[src/rtl/key_display_mux.sv]
`default_nettype none
// ============================================================================
// Module      : key_display_mux
// Description : Two-digit multiplexed 7-segment display for a hex keypad.
//               Keeps the newest and previous key, and time-multiplexes them
//               onto a common-anode display. Blank gaps between digit slots
//               suppress ghosting.
// Revision    : 1.0 - initial release
// ============================================================================
module key_display_mux #(
  parameter int REFRESH_CYCLES = 60000,
  parameter int BLANK_CYCLES   = 200
) (
  input  logic       clk,
  input  logic       reset,
  input  logic [3:0] input_key,
  input  logic       valid_input,
  output logic [3:0] current_value,
  output logic [6:0] seg,
  output logic [1:0] anode
);

  localparam int c_max_cycles = (REFRESH_CYCLES > BLANK_CYCLES) ? REFRESH_CYCLES : BLANK_CYCLES;
  localparam int c_cnt_w      = (c_max_cycles > 1) ? $clog2(c_max_cycles) : 1;
  localparam logic [c_cnt_w-1:0] c_refresh_last = c_cnt_w'(REFRESH_CYCLES - 1);
  localparam logic [c_cnt_w-1:0] c_blank_last   = c_cnt_w'(BLANK_CYCLES - 1);
  localparam logic [6:0]         c_seg_off      = 7'b1111111;
  localparam logic [1:0]         c_anode_off    = 2'b11;

  typedef enum logic [1:0] {
    SHOW_NEW = 2'd0,
    BLANK_1  = 2'd1,
    SHOW_OLD = 2'd2,
    BLANK_2  = 2'd3
  } state_t;

  state_t             state_q, state_d;
  logic [c_cnt_w-1:0] cnt_q, cnt_d;
  logic [3:0]         new_digit_q, new_digit_d;
  logic [3:0]         old_digit_q, old_digit_d;
  logic               new_valid_q, new_valid_d;
  logic               old_valid_q, old_valid_d;
  logic [6:0]         seg_q, seg_d;
  logic [1:0]         anode_q, anode_d;
  logic               is_show;
  logic               at_terminal;

  // Hex to active-low segments, bit order {g,f,e,d,c,b,a}
  function automatic logic [6:0] decode(input logic [3:0] hex);
    logic [6:0] s;
    s = c_seg_off;
    case (hex)
      4'h0: s = 7'b1000000;
      4'h1: s = 7'b1111001;
      4'h2: s = 7'b0100100;
      4'h3: s = 7'b0110000;
      4'h4: s = 7'b0011001;
      4'h5: s = 7'b0010010;
      4'h6: s = 7'b0000010;
      4'h7: s = 7'b1111000;
      4'h8: s = 7'b0000000;
      4'h9: s = 7'b0010000;
      4'hA: s = 7'b0001000;
      4'hB: s = 7'b0000011;
      4'hC: s = 7'b1000110;
      4'hD: s = 7'b0100001;
      4'hE: s = 7'b0000110;
      4'hF: s = 7'b0001110;
      default: s = c_seg_off;
    endcase
    return s;
  endfunction

  // Next-state logic: key history shift, slot sequencing and the display
  // outputs derived from the next state so they move on the same edge
  always_comb begin
    new_digit_d = new_digit_q;
    old_digit_d = old_digit_q;
    new_valid_d = new_valid_q;
    old_valid_d = old_valid_q;
    state_d     = state_q;
    cnt_d       = cnt_q;
    anode_d     = c_anode_off;
    seg_d       = c_seg_off;

    if (valid_input) begin
      old_digit_d = new_digit_q;
      old_valid_d = new_valid_q;
      new_digit_d = input_key;
      new_valid_d = 1'b1;
    end

    is_show     = (state_q == SHOW_NEW) || (state_q == SHOW_OLD);
    at_terminal = is_show ? (cnt_q == c_refresh_last) : (cnt_q == c_blank_last);

    if (at_terminal) begin
      cnt_d = '0;
      case (state_q)
        SHOW_NEW: state_d = BLANK_1;
        BLANK_1:  state_d = SHOW_OLD;
        SHOW_OLD: state_d = BLANK_2;
        BLANK_2:  state_d = SHOW_NEW;
        default:  state_d = SHOW_NEW;
      endcase
    end else begin
      cnt_d = cnt_q + 1'b1;
    end

    // A digit slot stays dark until that history entry holds a real key
    case (state_d)
      SHOW_NEW: begin
        if (new_valid_d) begin
          anode_d = 2'b10;
          seg_d   = decode(new_digit_d);
        end
      end
      SHOW_OLD: begin
        if (old_valid_d) begin
          anode_d = 2'b01;
          seg_d   = decode(old_digit_d);
        end
      end
      default: begin
        anode_d = c_anode_off;
        seg_d   = c_seg_off;
      end
    endcase
  end

  // State, history and registered display outputs; reset wins over keys
  always_ff @(posedge clk) begin
    if (!reset) begin
      state_q     <= SHOW_NEW;
      cnt_q       <= '0;
      new_digit_q <= 4'h0;
      old_digit_q <= 4'h0;
      new_valid_q <= 1'b0;
      old_valid_q <= 1'b0;
      anode_q     <= c_anode_off;
      seg_q       <= c_seg_off;
    end else begin
      state_q     <= state_d;
      cnt_q       <= cnt_d;
      new_digit_q <= new_digit_d;
      old_digit_q <= old_digit_d;
      new_valid_q <= new_valid_d;
      old_valid_q <= old_valid_d;
      anode_q     <= anode_d;
      seg_q       <= seg_d;
    end
  end

  assign current_value = new_digit_q;
  assign seg           = seg_q;
  assign anode         = anode_q;

endmodule
`default_nettype wire

[config.mk]
export PLATFORM = sky130hd
export DESIGN_NAME = key_display_mux
export DESIGN_NICKNAME = d
export VERILOG_FILES = /design/src/rtl/key_display_mux.sv
export SDC_FILE = /design/constraint.sdc
export NUM_CORES = 1
export LEC_CHECK = 0
export CORE_MARGIN = 5
export CORE_UTILIZATION = 60
export CTS_CLUSTER_DIAMETER = 150
export DETAILED_ROUTE_END_ITERATION = 10
export PLACE_DENSITY = 0.84
export REMOVE_ABC_BUFFERS = 1
export SYNTH_ARGS = -nofsm -noshare
export SYNTH_HDL_FRONTEND = slang
export SYNTH_SLANG_ARGS = --single-unit
export TNS_END_PERCENT = 30
[constraint.sdc]
create_clock -name clk -period 9.2 [get_ports clk]
set_input_delay 2.76 -clock clk [delete_from_list [all_inputs] [get_ports clk]]
set_output_delay 2.76 -clock clk [all_outputs]
set_load 0.01 [all_outputs]
==> out/qor.csv <==
stage,metric,value,unit
outcome,outcome,"finished, final reports clean",
die,die_h,67.28,µm
placed_design,pre_cts_ws,3668,ps
final_layout,nFillCells,252,
placed_design,place_inst,278,
sta,period_needed,5191,ps
final_layout,final_area,2252,µm²
drt,drt_first_iter_violations,104,
final_layout,syn2layout_area_growth,14.43,%
sta,tns,0,ps
worst_setup_path,cp-start-kind,input pin,
synth,yosys-top-cells-area,"dfxtp_1, ha_1, nor2_1, mux2i_1, xor2_1",
clocking,cts.clk_slew.worst_paths,130,ps
worst_setup_path,worstSetupPathType,input pin to flip-flop,
die,num_rows,20,
grt,grt_max_degree,17,
drt,drc_errors,0,
die,io_pins,20,
synth,synth_ff_type,dfxtp_1,
synth,synthMuxAreaShare,8.074,%
sta,hold_viol_final,0,
synth,seq_area_frac_synth,37.64,%
sta,slew_headroom,33.20,%
grt,grt_pass1_vias,1550,
final_layout,num_antenna_cells,0,
worst_setup_path,rrSetupSlack,6540,ps
final_layout,layout_commonest_cell,dfxtp_1,
placed_design,place.detailed.hpwl,2.947,mm
drt,routed_wl,3.880,mm
sta,fin_skew,16.52,ps
clocking,postCtsHoldBufs,0,
worst_hold_path,hold_path.class,flip-flop to flip-flop,
final_layout,post-route-util,72.58,%
drt,route.vias.total,1610,
synth,syn_area,1968,µm²
die,start_util,63.43,%
worst_setup_path,crit_path_cell_trace,clkdlybuf4s50_1 -> mux2i_1 -> inv_1 -> ha_1 -> mux4_2 -> nor3b_1 -> o21ai_1,
final_layout,layout_common_cells,"dfxtp_1, nor2_1, clkdlybuf4s50_1",
placed_design,port_buffers,19,
placed_design,place_congestion,0.8418,
grt,grt_usage,19.95,%
die,die_width,67.28,µm
grt,antenna_found_initial,0,
synth,synth_area_per_cell,8.906,µm²
worst_setup_path,crit_path_max_incr_delay,860,ps
worst_setup_path,crit_path_start,valid_input,
drt,drtPass1Iterations,4,
worst_setup_path,cp_max_fo,13,
synth,synth_top_area_share,37.64,%
drt,drt-wirelength-per-cell,13.57,µm
sta,period_share,56.43,%
drt,via_per_inst,5.629,
sta,tightest_slew,974.1,ps
power_and_ir_drop,ir_drop,130.7,µV
clocking,clkSinkCount,37,
power_and_ir_drop,power.total,313.2,µW
synth,synth_compound_area_share,12.02,%
worst_setup_path,reg2reg_depth,6,
synth,async_flop_share,0,%
grt,grt_first_pass_wirelength,6.844,mm
clocking,cts_resized,0,
clocking,cts_root_buf,clkbuf_4,
power_and_ir_drop,powerDensity,139.1,nW/µm²
worst_setup_path,cp-end-kind,flip-flop,
die,dieArea,4526,µm²
synth,synth_edf_count,0,
synth,netlist.top_cell.by_area,dfxtp_1,
sta,fin_hold_ws,459.2,ps
placed_design,postPlaceCellArea,2190,µm²
synth,yosysWarningCount,0,
drt,ant_nets,0,
clocking,cts_tree,built,
worst_setup_path,crit_required,9440,ps
worst_setup_path,crit_slowest_cell,clkdlybuf4s50_1,
worst_setup_path,worstReg2RegStart,cnt_q[11]$_SDFF_PP0_,
synth,synthSimpleGateAreaFrac,23.27,%
sta,setup_ws,4009,ps
sta,setup_violations,0,
final_layout,finalNonFillerCells,286,
clocking,post_cts.repair.setup_buffers,0,
synth,synth_fa_ha_area_share,9.536,%
sta,rsz0062_at_grt,false,
final_layout,drive_gt1_share,6.612,%
sta,clock.fmax,192.6,MHz
worst_setup_path,arrival,5430,ps
worst_setup_path,worstSetupEndpoint,seg[3]$_SDFF_PN1_,
worst_setup_path,reg2reg_to,seg[4]$_SDFF_PN1_,
clocking,clock_path_buffers,2,
synth,synth-xor-area-share,5.785,%
grt,grt_overflow_total,0,
synth,yosysUniqueCellTypes,42,
clocking,cts_buffers,5,
clocking,htreeDepth,2,
power_and_ir_drop,power_leakage,0.8680,nW
synth,synth-seq-cells,37,
die,coreArea,3103,µm²
synth,synthCells,221,
clocking,clk_latency,360,ps
sta,final_max_slew_viol_count,0,
final_layout,fin_nets,263,
synth,synth_top_family_by_area,simple AND/OR/NAND/NOR gates,
run,drv_cap,0,
flip-flops by register name, summed over array words and instances, names as in the netlist:
| register | count |
|---|---|
| cnt_q | 16 |
| seg | 7 |
| current_value | 4 |
| old_digit_q | 4 |
| anode | 2 |
| state_q | 2 |
| new_valid_q | 1 |
| old_valid_q | 1 |
critical path, delay by kind of cell:
kind,cells,cell delay (ps)
and+or+nand+nor,1,190
muxes,2,1050
AOI/OAI and AO/OA,1,70
adders and majority gates,1,300
buffers and inverters,2,1050
cells in the mapped netlist (all sizes together), types with 3 or more instances:
cell type  number
a21oi           4
a22oi           6
a31oi           4
and2            6
and3            3
clkbuf          4
dfxtp          37
ha             15
inv            13
mux2            5
mux2i           8
nand2          13
nand3          10
nor2           29
nor2b           6
nor3            4
o21ai          12
or3             4
xnor2           6
xor2            7
area by class of cell:
type	instances	area [µm²]	area share, %
Clock buffer	5	37.54	1.667
Inverter	13	48.80	2.167
Clock inverter	3	25.02	1.111
Timing Repair Buffer	19	190.2	8.444
Sequential cell	37	740.7	32.89
Tap cell	44	55.05	2.444
Multi-Input combinational cell	165	1155	51.28
where the power goes:
part | leakage [nW] | switching, mW | internal (mW) | total (mW)
clock | 0.0318 | 0.0601 | 0.0311 | 0.0912
combinational | 0.534 | 0.0278 | 0.0241 | 0.0519
sequential | 0.303 | 0.00334 | 0.167 | 0.170
worst min path at each step:
stage | startpoint | endpoint | depth (start not counted)
6_report | cnt_q[0]$_SDFF_PP0_ | cnt_q[0]$_SDFF_PP0_ | 1
5_1_grt | cnt_q[0]$_SDFF_PP0_ | cnt_q[0]$_SDFF_PP0_ | 1
4_1_cts | cnt_q[0]$_SDFF_PP0_ | cnt_q[0]$_SDFF_PP0_ | 1
3_5_place_dp | cnt_q[0]$_SDFF_PP0_ | cnt_q[0]$_SDFF_PP0_ | 1
3_3_place_gp | cnt_q[0]$_SDFF_PP0_ | cnt_q[0]$_SDFF_PP0_ | 1
2_1_floorplan | cnt_q[0]$_SDFF_PP0_ | cnt_q[0]$_SDFF_PP0_ | 1
routing by layer:
metal / GRT usage [%] / routed length (µm) / vias up
met5: 0 / 0 / -
met4: 6.076 / 48 / 0
met3: 4.992 / 173 / 6
met2: 34.36 / 1823 / 38
met1: 24.41 / 1834 / 756
li1: - / - / 810
logic make-up (layout without fill, tap and decap cells):
family                     after synthesis  after routing
muxes                                   14             14
buffers and inverters                   19             40
and+or+nand+nor                         89             89
xor gates and xnor gates                13             13
DFF                                     37             37
AOI/OAI and AO/OA                       34             34
adders and majority gates               15             15
Note: power is estimated with default switching activity, not from simulation.
